[src/rtl/processor_sequencer_pkg.sv]
// Shared definitions for the accumulator-processor sequencer: instruction
// field widths, opcode values, sequencer state encodings and the enable bundle.
package processor_sequencer_pkg;

   localparam int PC_WIDTH = 5;
   localparam int OPCODE_W = 4;
   localparam int ARG_W    = 5;   // must be >= PC_WIDTH so a jump target fits in the argument
   localparam int INSTR_W  = OPCODE_W + ARG_W;

   // Opcode values (instruction MSBs)
   localparam logic [OPCODE_W-1:0] OP_NOP = 4'h0;
   localparam logic [OPCODE_W-1:0] OP_LD  = 4'h1;
   localparam logic [OPCODE_W-1:0] OP_ST  = 4'h2;
   localparam logic [OPCODE_W-1:0] OP_ADD = 4'h3;
   localparam logic [OPCODE_W-1:0] OP_SUB = 4'h4;
   localparam logic [OPCODE_W-1:0] OP_AND = 4'h5;
   localparam logic [OPCODE_W-1:0] OP_OR  = 4'h6;
   localparam logic [OPCODE_W-1:0] OP_XOR = 4'h7;
   localparam logic [OPCODE_W-1:0] OP_NOT = 4'h8;
   localparam logic [OPCODE_W-1:0] OP_JMP = 4'h9;
   localparam logic [OPCODE_W-1:0] OP_JZ  = 4'hA;
   localparam logic [OPCODE_W-1:0] OP_HLT = 4'hB;

   // Sequencer state encodings
   localparam logic [2:0] SEQ_IDLE   = 3'd0;
   localparam logic [2:0] SEQ_FETCH  = 3'd1;
   localparam logic [2:0] SEQ_DECODE = 3'd2;
   localparam logic [2:0] SEQ_EXEC   = 3'd3;
   localparam logic [2:0] SEQ_HALT   = 3'd4;

   // One-cycle datapath enables issued during EXEC
   typedef struct packed {
      logic ld;    // register file -> accumulator path
      logic st;    // accumulator -> register file
      logic acc;   // accumulator write
      logic cy;    // carry flag write
   } seq_en_t;

   // True for opcodes that run through the ALU and update accumulator and carry
   function automatic logic is_alu_op(input logic [OPCODE_W-1:0] op);
      return (op == OP_ADD) || (op == OP_SUB) || (op == OP_AND) ||
             (op == OP_OR)  || (op == OP_XOR) || (op == OP_NOT);
   endfunction

endpackage

[src/rtl/processor_sequencer_seq_enable_decode.sv]
// Combinational decode of the instruction-register opcode into the
// register-file / ALU enables. Enables are only ever raised while executing.
module seq_enable_decode
   import processor_sequencer_pkg::*;
(
   input  logic                i_exec,
   input  logic [OPCODE_W-1:0] i_opcode,
   output seq_en_t             o_en
);

   // Map the opcode to its enable set, gated by the execute qualifier
   always_comb begin
      // NOTE: every output gets a default first so no path leaves it unassigned (avoids a latch).
      o_en = '0;
      if (i_exec) begin
         if (i_opcode == OP_LD) begin
            o_en.ld  = 1'b1;
            o_en.acc = 1'b1;
         end else if (i_opcode == OP_ST) begin
            o_en.st  = 1'b1;
         end else if (is_alu_op(i_opcode)) begin
            o_en.acc = 1'b1;
            o_en.cy  = 1'b1;
         end
      end
   end

endmodule

[src/rtl/processor_sequencer.sv]
// Multi-cycle control unit for the 8-bit accumulator processor. Owns the PC and
// IR, walks each instruction through FETCH -> DECODE -> EXEC, supports JMP/JZ/HLT
// and run / single-step debug control.
module processor_sequencer
   import processor_sequencer_pkg::*;
(
   input  logic                clk,
   input  logic                rst,
   input  logic                run,
   input  logic                step,
   input  logic [INSTR_W-1:0]  instr,
   input  logic                acc_zero,
   output logic [PC_WIDTH-1:0] pc,
   output logic [OPCODE_W-1:0] opcode,
   output logic [ARG_W-1:0]    reg_addr,
   output logic                ld_ce,
   output logic                st_ce,
   output logic                acc_ce,
   output logic                cy_ce,
   output logic                halted,
   output logic                step_done
);

   logic [2:0]          r_state;
   logic [PC_WIDTH-1:0] r_pc;
   logic [INSTR_W-1:0]  r_ir;
   logic                r_single_step;

   logic [2:0]          w_next_state;
   logic [PC_WIDTH-1:0] w_pc_next;
   logic [OPCODE_W-1:0] w_op;
   logic [ARG_W-1:0]    w_arg;
   logic                w_take_jump;
   logic                w_exec_live;
   seq_en_t             w_en;

   assign w_op  = r_ir[INSTR_W-1 -: OPCODE_W];
   assign w_arg = r_ir[ARG_W-1:0];

   // A reset arriving during EXEC must suppress that cycle's enables so the
   // datapath is not disturbed by the instruction being abandoned.
   assign w_exec_live = (r_state == SEQ_EXEC) && !rst;

   // Next-state selection for the instruction walk and debug control
   always_comb begin
      w_next_state = r_state;
      case (r_state)
         SEQ_IDLE:   if (run || step) w_next_state = SEQ_FETCH;
         SEQ_FETCH:  w_next_state = SEQ_DECODE;
         SEQ_DECODE: w_next_state = (w_op == OP_HLT) ? SEQ_HALT : SEQ_EXEC;
         SEQ_EXEC:   w_next_state = (run && !r_single_step) ? SEQ_FETCH : SEQ_IDLE;
         SEQ_HALT:   w_next_state = SEQ_HALT;
         default:    w_next_state = SEQ_IDLE;
      endcase
   end

   // Program-counter successor: jump target or sequential increment (wraps naturally)
   always_comb begin
      w_take_jump = (w_op == OP_JMP) || ((w_op == OP_JZ) && acc_zero);
      w_pc_next   = w_take_jump ? w_arg[PC_WIDTH-1:0] : r_pc + PC_WIDTH'(1);
   end

   // State, PC, IR and single-step mode registers with synchronous reset
   always_ff @(posedge clk) begin
      if (rst) begin
         // NOTE: sequential state uses non-blocking assignments so every register samples pre-edge values.
         r_state       <= SEQ_IDLE;
         r_pc          <= '0;
         r_ir          <= '0;
         r_single_step <= 1'b0;
      end else begin
         r_state <= w_next_state;
         // run has priority: a step seen together with run is not single-step mode
         if (r_state == SEQ_IDLE)  r_single_step <= step && !run;
         if (r_state == SEQ_FETCH) r_ir          <= instr;
         if (r_state == SEQ_EXEC)  r_pc          <= w_pc_next;
      end
   end

   seq_enable_decode u_enable_decode (
      .i_exec   (w_exec_live),
      .i_opcode (w_op),
      .o_en     (w_en)
   );

   assign pc        = r_pc;
   assign opcode    = w_op;
   assign reg_addr  = w_arg;
   assign ld_ce     = w_en.ld;
   assign st_ce     = w_en.st;
   assign acc_ce    = w_en.acc;
   assign cy_ce     = w_en.cy;
   assign halted    = (r_state == SEQ_HALT);
   assign step_done = w_exec_live && r_single_step;

endmodule
[config.mk]
export PLATFORM = sky130hd
export DESIGN_NAME = processor_sequencer
export DESIGN_NICKNAME = d
export VERILOG_FILES = /design/src/rtl/processor_sequencer_pkg.sv /design/src/rtl/processor_sequencer_seq_enable_decode.sv /design/src/rtl/processor_sequencer.sv
export SDC_FILE = /design/constraint.sdc
export NUM_CORES = 1
export LEC_CHECK = 0
export BUFFER_PORTS_ARGS = -buffer_cell sky130_fd_sc_hd__buf_2
export CORE_UTILIZATION = 43
export DETAILED_ROUTE_END_ITERATION = 12
export PLACE_DENSITY_LB_ADDON = 0.1
export SLEW_MARGIN = 20
export SYNTH_ARGS = -nofsm -noshare
export SYNTH_HDL_FRONTEND = slang
export SYNTH_SLANG_ARGS = --single-unit
[constraint.sdc]
create_clock -name clk -period 1.4 [get_ports clk]
set_input_delay 0.07 -clock clk [delete_from_list [all_inputs] [get_ports clk]]
set_output_delay 0.07 -clock clk [all_outputs]
set_load 0.02 [all_outputs]
==> flow_metrics.env, run 1 <==
export IMPL_status="finished with violations"
export IMPL_violations="setup timing"
export IMPL_track_usage=0.194
export IMPL_endpoint_kind="output pin"
export IMPL_place_congestion=0.775
export IMPL_clock_latency_ns=0.29
export IMPL_setup_tns_ns=-0.782
export IMPL_yosysMostFrequentCell="dfxtp_1"
export IMPL_ant_nets=0
export IMPL_cts_buffers=3
export IMPL_final_cell_area_um2=1340
export IMPL_timing_slew_headroom=0.845
export IMPL_port_buffers=33
export IMPL_synth_compound_area_frac=0.125
export IMPL_synthTopCellsByArea="dfxtp_1, mux2i_1, nor2_1"
export IMPL_critPathMaxStageDelay_ns=0.54
export IMPL_crit_chain="or4_4, nor3b_4, buf_6"
export IMPL_synthAdderAreaFrac=0.0130
export IMPL_worst_path_buf_inv=1
export IMPL_path_clk_slew_ns=0.11
export IMPL_async_flop_share=0
export IMPL_startpoint="r_ir[8]"
export IMPL_numPlacedInstances=171
export IMPL_fin_nets=168
export IMPL_cp_arrival_ns=1.55
export IMPL_start_util=0.471
export IMPL_cts_tree="yes"
export IMPL_antenna_found_initial=0
export IMPL_r2r_start="r_state[2]"
export IMPL_fin_ws_ns=-0.223
export IMPL_drt_iter0_markers=17
export IMPL_leakage_nw=0.586
export IMPL_synth_ff_type="dfxtp_1"
export IMPL_crit_type="register to output pin"
export IMPL_die_h_um=49.3
export IMPL_areaGrowthSynthToFinish_pct=39.5
export IMPL_hold_viol_final=0
export IMPL_synth_xor_area_share=0
export IMPL_clockBufferDepth=2
export IMPL_final_util=0.657
export IMPL_dpl_hpwl_um=1570
export IMPL_synthesis_area_um2=962
export IMPL_worst_slew_pin_slew_ns=0.231
export IMPL_rows=16
export IMPL_ys_warn_count=0
export IMPL_post_drt_via_cell_ratio=5.45
export IMPL_fin_cells=179
export IMPL_yosysTopAreaCellShare=0.375
export IMPL_io_pins=34
export IMPL_synth_top_cells_by_count="dfxtp_1, mux2i_1, nor2_1"
export IMPL_placed_cell_area_um2=1200
export IMPL_crit_fanout=7
export IMPL_drc=0
export IMPL_period_share=1.16
export IMPL_setup_viol=4
export IMPL_crit_slowest_cell="or4_4"
export IMPL_critPathTopFamily="simple AND/OR/NAND/NOR gates"
export IMPL_synth_top_family_by_area="simple AND/OR/NAND/NOR gates"
export IMPL_rsz0062_at_grt="yes"
export IMPL_die_x_um=49.3
export IMPL_yosysUniqueCellTypes=30
export IMPL_ir_drop_uv=606
export IMPL_num_antenna_cells=0
export IMPL_cap_violations=0
export IMPL_dpl_worst_slack_ns=0.0576
export IMPL_ys_seq_elements=18
export IMPL_min_period_ns=1.62
export IMPL_p_per_area_nw_per_um2=915
export IMPL_report_final_slew_viol_count=0
export IMPL_core_area_um2=2040
export IMPL_ys_seq_area_frac=0.375
export IMPL_worstPathRequired_ns=1.33
export IMPL_wl_um=2340
export IMPL_ctsHoldBuffers=0
export IMPL_synth_net_count=125
export IMPL_root_buffer="clkbuf_4"
export IMPL_final_layout_size_suffix_gt1_frac=0.487
export IMPL_vias=976
export IMPL_grt_max_degree=20
export IMPL_fin_skew_ns=0.000859
export IMPL_synth_edf_count=0
export IMPL_synth_top_cell_by_area="dfxtp_1"
export IMPL_hp_start="instr[0]"
export IMPL_grt_first_pass_wirelength_um=3660
export IMPL_cts_sinks=18
export IMPL_worst_setup_path_start_kind="register"
export IMPL_syn_area_per_cell_um2=8.75
export IMPL_max_freq_ghz=0.616
export IMPL_grt_pass1_vias=841
export IMPL_synth_simple_area_share=0.299
export IMPL_die_area_um2=2430
export IMPL_syn_instance_count=110
export IMPL_hp_class="input port to register"
export IMPL_synthMuxAreaShare=0.125
export IMPL_htreeDepth=1
export IMPL_gr_total_overflow=0
export IMPL_post_drt_wl_per_cell_um=13.1
export IMPL_fillers=178
export IMPL_drt_pass1_iterations=4
worst reg2reg max path, cell delays in order (launching register included):
cell and delay [ns]:
dfxtp_1 0.33, nand3b_4 0.15, buf_4 0.17, or3_1 0.34, a21o_1 0.18, a31oi_1 0.12
cell families (layout without fill, tap and decap cells):
group,after synthesis,in the layout
DFF,18,18
buffers and inverters,11,52
AOI/OAI and AO/OA,17,18
and+or+nand+nor,51,51
adders and majority gates,1,1
muxes,12,12
power by group:
| part | switching, mW | internal, mW | leakage (nW) |
|---|---|---|---|
| sequential | 0.0453 | 0.552 | 0.151 |
| clock | 0.167 | 0.158 | 0.0210 |
| combinational | 0.163 | 0.142 | 0.414 |
final cells by class:
class,instances,area (um2),area share
timing repair buffer,46,284,0.212
sequential,18,375,0.280
inverter,2,7.51,0.00559
multi-input combinational,82,606,0.451
clock buffer,4,36.3,0.0270
tap,27,33.8,0.0252
through the flow:
| step | hold WS, ns | total power, mW |
|---|---|---|
| final | 0.00939 | 1.23 |
| after global routing | 0.00323 | 1.30 |
| after CTS | 0.000326 | 1.22 |
| after detailed placement | 0.309 | 0.886 |
| after global placement | 0.301 | 0.877 |
| after floorplan | 0.217 | 0.791 |
state kept, by name, indices dropped and copies added, names as in the netlist:
register,cells
r_single_step,1
r_ir,9
pc,5
r_state,3
final timing paths:
check | endpoint | slack (ns) | cells after the start
setup / recovery | st_ce | -0.22 | 3
hold / removal | r_ir[0] | 0.009 | 3
setup reg to reg | pc[4] | 0.05 | 5
hold reg to reg | pc[0] | 0.51 | 2
layer usage:
metal / vias up / share of wire / global-route usage
met4: 0 / 0.0098 / 0.0539
met1: 452 / 0.47 / 0.254
met2: 37 / 0.45 / 0.315
li1: 483 / - / -
met5: - / 0 / 0
met3: 4 / 0.065 / 0.0467
timing repair:
item,in CTS,in global routing
endpoints found under the setup margin,4,10
setup buffers,0,3
gates resized for setup,15,10
gates cloned,0,1
pin swaps,4,3
layout by cell type, fill, tap and decap left out, types with 2 or more instances in the layout:
cell type,instances
a21o_1,3
a21oi_1,2
a31oi_1,5
a41oi_1,2
and3_4,2
buf_2,29
buf_4,14
buf_6,3
clkbuf_4,3
dfxtp_1,10
dfxtp_2,6
dfxtp_4,2
inv_1,2
mux2i_1,12
nand2_1,7
nand3_1,6
nand3b_1,3
nor2_1,12
nor3_1,4
nor4_1,2
o21ai_2,2
or3_1,3
Note: power is estimated with default switching activity, not from simulation.
==> run 2: changes to the inputs <==
- clock period: 1.4 -> 1.45 ns (I/O delays scaled with it)
==> run 2 against run 1 <==
The run still ends with setup timing left. Critical path depth unchanged. Setup slack better by 0.035 ns. Clock skew grew 0.0056 ns. Global-route usage increased by 1.8 points. Routed wire length increased by 2.3%. Non-clock buffer count up 2. Total power is 3.1% lower. First-iteration DRC count fell by 65%. Sequential cell count unchanged. Register-to-register slack better by 0.04 ns. Hold slack barely moved. Sequential share of layout area shrank 0.22 points. Highest routed layer unchanged.
==> flow_metrics.env, run 2 (same netlist as run 1, synthesis figures left out) <==
export IMPL_endpoint_kind="output pin"
export IMPL_hold_viol_final=0
export IMPL_grt_pass1_vias=860
export IMPL_ir_drop_uv=697
export IMPL_core_area_um2=2040
export IMPL_vias=965
export IMPL_die_x_um=49.3
export IMPL_crit_slowest_cell="or4_4"
export IMPL_pwr_share_comb=0.250
export IMPL_clkPwrFrac=0.266
export IMPL_p_switching_mw=0.365
export IMPL_fin_skew_ns=0.00644
export IMPL_crit_fanout=4
export IMPL_cts_tree="yes"
export IMPL_startpoint="r_ir[7]"
export IMPL_final_layout_size_suffix_gt1_frac=0.458
export IMPL_finalPower_mw=1.19
export IMPL_worst_setup_path_start_kind="register"
export IMPL_report_final_slew_viol_count=0
export IMPL_post_drt_wl_per_cell_um=13.3
export IMPL_dpl_hpwl_um=1540
export IMPL_antenna_found_initial=0
export IMPL_period_share=1.13
export IMPL_ant_nets=0
export IMPL_port_buffers=33
export IMPL_root_buffer="clkbuf_4"
export IMPL_hp_start="instr[2]"
export IMPL_final_cell_area_um2=1360
export IMPL_status="finished with violations"
export IMPL_areaGrowthSynthToFinish_pct=41.1
export IMPL_layout_common_cells="buf_2, buf_4, nor2_1, mux2i_1, dfxtp_1"
export IMPL_htreeDepth=1
export IMPL_die_area_um2=2430
export IMPL_cts_sinks=18
export IMPL_crit_type="register to output pin"
export IMPL_rows=16
export IMPL_grt_max_degree=20
export IMPL_worst_slew_pin_slew_ns=0.311
export IMPL_num_antenna_cells=0
export IMPL_hp_class="input port to register"
export IMPL_critPathMaxStageDelay_ns=0.54
export IMPL_drt_iter0_markers=6
export IMPL_fin_ws_ns=-0.188
export IMPL_timing_slew_headroom=0.791
export IMPL_placed_cell_area_um2=1170
export IMPL_p_sw_frac=0.306
export IMPL_wl_um=2390
export IMPL_regMostFlops="r_ir"
export IMPL_gr_total_overflow=0
export IMPL_clockBufferDepth=2
export IMPL_cap_violations=0
export IMPL_r2r_start="r_state[2]"
export IMPL_post_drt_via_cell_ratio=5.36
export IMPL_drt_pass1_iterations=4
export IMPL_setup_viol=4
export IMPL_rsz0062_at_grt="yes"
export IMPL_fin_nets=169
export IMPL_cts_buffers=3
export IMPL_min_period_ns=1.64
export IMPL_place_congestion=0.827
export IMPL_crit_chain="or4_4, nor3b_2, buf_4"
export IMPL_leakage_nw=0.601
export IMPL_seqPwrFrac=0.484
export IMPL_grt_first_pass_wirelength_um=3900
export IMPL_worstPathRequired_ns=1.38
export IMPL_p_per_area_nw_per_um2=877
export IMPL_clock_latency_ns=0.30
export IMPL_path_clk_slew_ns=0.11
export IMPL_max_freq_ghz=0.610
export IMPL_io_pins=34
export IMPL_track_usage=0.212
export IMPL_drc=0
export IMPL_cp_arrival_ns=1.57
export IMPL_largest_reg_flops=9
export IMPL_violations="setup timing"
export IMPL_p_int_mw=0.826
export IMPL_die_h_um=49.3
export IMPL_start_util=0.471
export IMPL_layout_commonest_cell="buf_2"
[run 2: cell types whose count changed in the layout (fill, tap and decap cells not counted), sizes merged]
cell         previous run  this run
a21oi                   4         3
buf                    46        44
dlygate4sd3             0         4
[run 2: power groups by stage]
stage               logic (mW)  clock network (mW)  registers [mW]
finish                   0.298               0.317           0.576
floorplan                0.155                   0           0.605
global placement         0.254                   0           0.584
global route             0.323               0.352           0.583
CTS                      0.282               0.331           0.576
detailed placement       0.256                   0           0.585
[run 2: metal layers]
layer	share of wire	up-vias	wire, um	GRT usage
met2	0.49	24	1170	0.352
li1	-	484	-	-
met5	0	-	0	0
met3	0.037	4	88	0.0498
met1	0.46	453	1100	0.268
met4	0.018	0	44	0.0686
[run 2: worst paths after layout]
| path | cells past startpoint | slack, ns | to |
|---|---|---|---|
| setup / recovery | 3 | -0.19 | st_ce |
| hold reg to reg | 2 | 0.51 | pc[0] |
| setup reg to reg | 5 | 0.09 | pc[4] |
| hold / removal | 3 | 0.009 | r_ir[2] |
[run 2: metrics by stage]
stage / utilization / setup WS (ns) / cells / setup TNS, ns / hold slack [ns]
final: 0.665 / -0.188 / 180 / -0.612 / 0.00949
after global routing: 0.665 / -0.230 / 180 / -0.820 / 0.0180
after CTS: 0.645 / -0.169 / 179 / -0.593 / 0.00165
after detailed placement: 0.573 / 0.0843 / 168 / 0 / 0.313
after global placement: 0.573 / 0.0824 / 168 / 0 / 0.305
after floorplan: - / 0.000197 / 110 / 0 / 0.220
[run 2: timing repair]
action,4_1_cts,5_1_grt
hold buffers,4,0
pin swaps,3,5
resized for setup,18,11
endpoints found under the hold margin,4,0
buffers inserted,3,2
endpoints found under the setup margin,4,8
[run 2: cell type report]
| class | count | area, um2 |
|---|---|---|
| Multi-Input combinational cell | 81 | 592 |
| Fill cell | 185 | 684 |
| Inverter | 2 | 7.51 |
| Sequential cell | 18 | 377 |
| Clock buffer | 4 | 36.3 |
| Timing Repair Buffer | 48 | 312 |
| Tap cell | 27 | 33.8 |
[run 2: worst max-delay path: cells and delay by family (launching register included)]
family / cells / cell delay (ns)
AND/OR/NAND/NOR: 2 / 0.72
buffers and inverters: 1 / 0.17
flip-flops: 1 / 0.37
==> run 3: changes to the inputs <==
- CORE_UTILIZATION: 43 -> 45
- CTS_BUF_LIST: not set -> sky130_fd_sc_hd__clkbuf_4
- GPL_TIMING_DRIVEN: not set -> 1
- TNS_END_PERCENT: not set -> 10
==> run 3 against run 2 <==
The run still ends with setup timing left. Sequential share of layout area is 1.4 points higher. Combinational power is 5% lower. Cell count is 3.3% lower. Clock power is 22% lower. Non-clock buffer count is 5 lower. Utilization is 2.6 points lower. Sequential power is 0.7% lower. Clock skew is 0.0021 ns lower. First-iteration DRC count grew to 3.7 times the previous value. Setup slack better by 0.0023 ns. Global-route usage is 0.49 points higher. Critical path depth is 1 higher.
==> flow_metrics.env, run 3 (same netlist as run 1, synthesis figures left out) <==
export IMPL_status="finished with violations"
export IMPL_violations="setup timing"
export IMPL_period_share=1.13
export IMPL_wl_um=2180
export IMPL_top_usage_layer="met2"
export IMPL_max_freq_ghz=0.611
export IMPL_grt_pass1_vias=798
export IMPL_setup_viol=4
export IMPL_reg2regPathDepth=5
export IMPL_hold_viol_final=0
export IMPL_cp_arrival_ns=1.56
export IMPL_rows=16
export IMPL_htreeDepth=1
export IMPL_ir_drop_uv=552
export IMPL_die_x_um=48.2
export IMPL_port_buffers=33
export IMPL_place_congestion=0.752
export IMPL_rrSetupSlack_ns=0.09
export IMPL_numPlacedInstances=170
export IMPL_drt_pass1_iterations=4
export IMPL_clockBufferDepth=2
export IMPL_gr_total_overflow=0
export IMPL_met3_usage=0.0444
export IMPL_root_buffer="clkbuf_4"
export IMPL_vias=946
export IMPL_hp_class="input port to register"
export IMPL_use_met2=0.315
export IMPL_timing_slew_headroom=0.827
export IMPL_finalPower_mw=1.10
export IMPL_rsz0062_at_grt="yes"
export IMPL_placed_cell_area_um2=1180
export IMPL_final_layout_size_suffix_gt1_frac=0.422
export IMPL_grt_first_pass_wirelength_um=3510
export IMPL_cts_buffers=3
export IMPL_fin_ws_ns=-0.186
export IMPL_crit_type="register to output pin"
export IMPL_fin_skew_ns=0.00431
export IMPL_min_delay_path_depth=3
export IMPL_ctsHoldBuffers=0
export IMPL_grt_max_degree=20
export IMPL_die_area_um2=2330
export IMPL_areaGrowthSynthToFinish_pct=31.6
export IMPL_dpl_hpwl_um=1630
export IMPL_fin_cells=174
export IMPL_track_usage=0.217
export IMPL_core_area_um2=1980
export IMPL_path_clk_slew_ns=0.10
export IMPL_antenna_found_initial=0
export IMPL_crit_fanout=2
export IMPL_post_drt_via_cell_ratio=5.44
export IMPL_num_antenna_cells=0
export IMPL_ant_nets=0
export IMPL_cts_sinks=18
export IMPL_endpoint_kind="output pin"
export IMPL_worstPathRequired_ns=1.38
export IMPL_min_period_ns=1.64
export IMPL_layout_common_cells="buf_2, dfxtp_1, nor2_1, mux2i_1, buf_4"
export IMPL_whs_ns=0.0149
export IMPL_leakage_nw=0.565
export IMPL_fillers=176
export IMPL_drt_iter0_markers=22
export IMPL_post_drt_wl_per_cell_um=12.6
export IMPL_worst_slew_pin_slew_ns=0.258
export IMPL_die_h_um=48.2
export IMPL_clock_latency_ns=0.29
export IMPL_layout_commonest_cell="buf_2"
export IMPL_drc=0
export IMPL_largest_reg_flops=9
export IMPL_final_cell_area_um2=1270
export IMPL_cap_violations=0
export IMPL_p_per_area_nw_per_um2=871
export IMPL_setup_tns_ns=-0.518
export IMPL_worst_setup_path_start_kind="register"
export IMPL_regMostFlops="r_ir"
export IMPL_start_util=0.485
export IMPL_grtUsageMet1=0.313
export IMPL_io_pins=34
export IMPL_fin_nets=164
export IMPL_report_final_slew_viol_count=0
export IMPL_cts_tree="yes"
## run 3: worst paths after layout
kind,from,to
min reg2reg,pc[0],pc[0]
min,instr[5],r_ir[5]
max,r_state[2],st_ce
max reg2reg,r_state[2],pc[4]
## run 3: power breakdown
part	leakage (nW)	switching [mW]	internal, mW
registers	0.150	0.0399	0.532
logic	0.402	0.152	0.130
clock network	0.0138	0.152	0.0965
## run 3: layout make-up
type	instances	area, um2	share of cell area
well taps	27	33.8	0.0267
clock buffers	3	22.5	0.0178
repair buffers	43	258	0.204
flip-flops and latches	18	369	0.292
inverters	2	7.51	0.00593
multi-input cells	81	576	0.455
## run 3: repair_timing
action | CTS | global route
resized for setup | 6 | 13
endpoints found under the hold margin | 0 | 0
endpoints found under the setup margin | 4 | 6
setup buffers | 0 | 1
pin swaps | 1 | 3
## run 3: per-stage QoR
stage,utilization,setup WS [ns]
6_report,0.639,-0.186
5_1_grt,0.639,-0.244
4_1_cts,0.616,-0.189
3_5_place_dp,0.598,0.0724
3_3_place_gp,0.598,0.0995
2_1_floorplan,-,0.000197
## run 3: worst max-delay path: stages (launching register included)
cell and delay, ns:
dfxtp_2 0.34, nand3b_4 0.15, or4_4 0.43, nor3b_2 0.19, buf_4 0.17
## run 3: routing by layer
metal  part of all wire  vias up  wire [um]
li1                   -      473          -
met1               0.49      439       1070
met2               0.45       32        985
met3              0.055        2        120
met4             0.0055        0         12
met5                  0        -          0
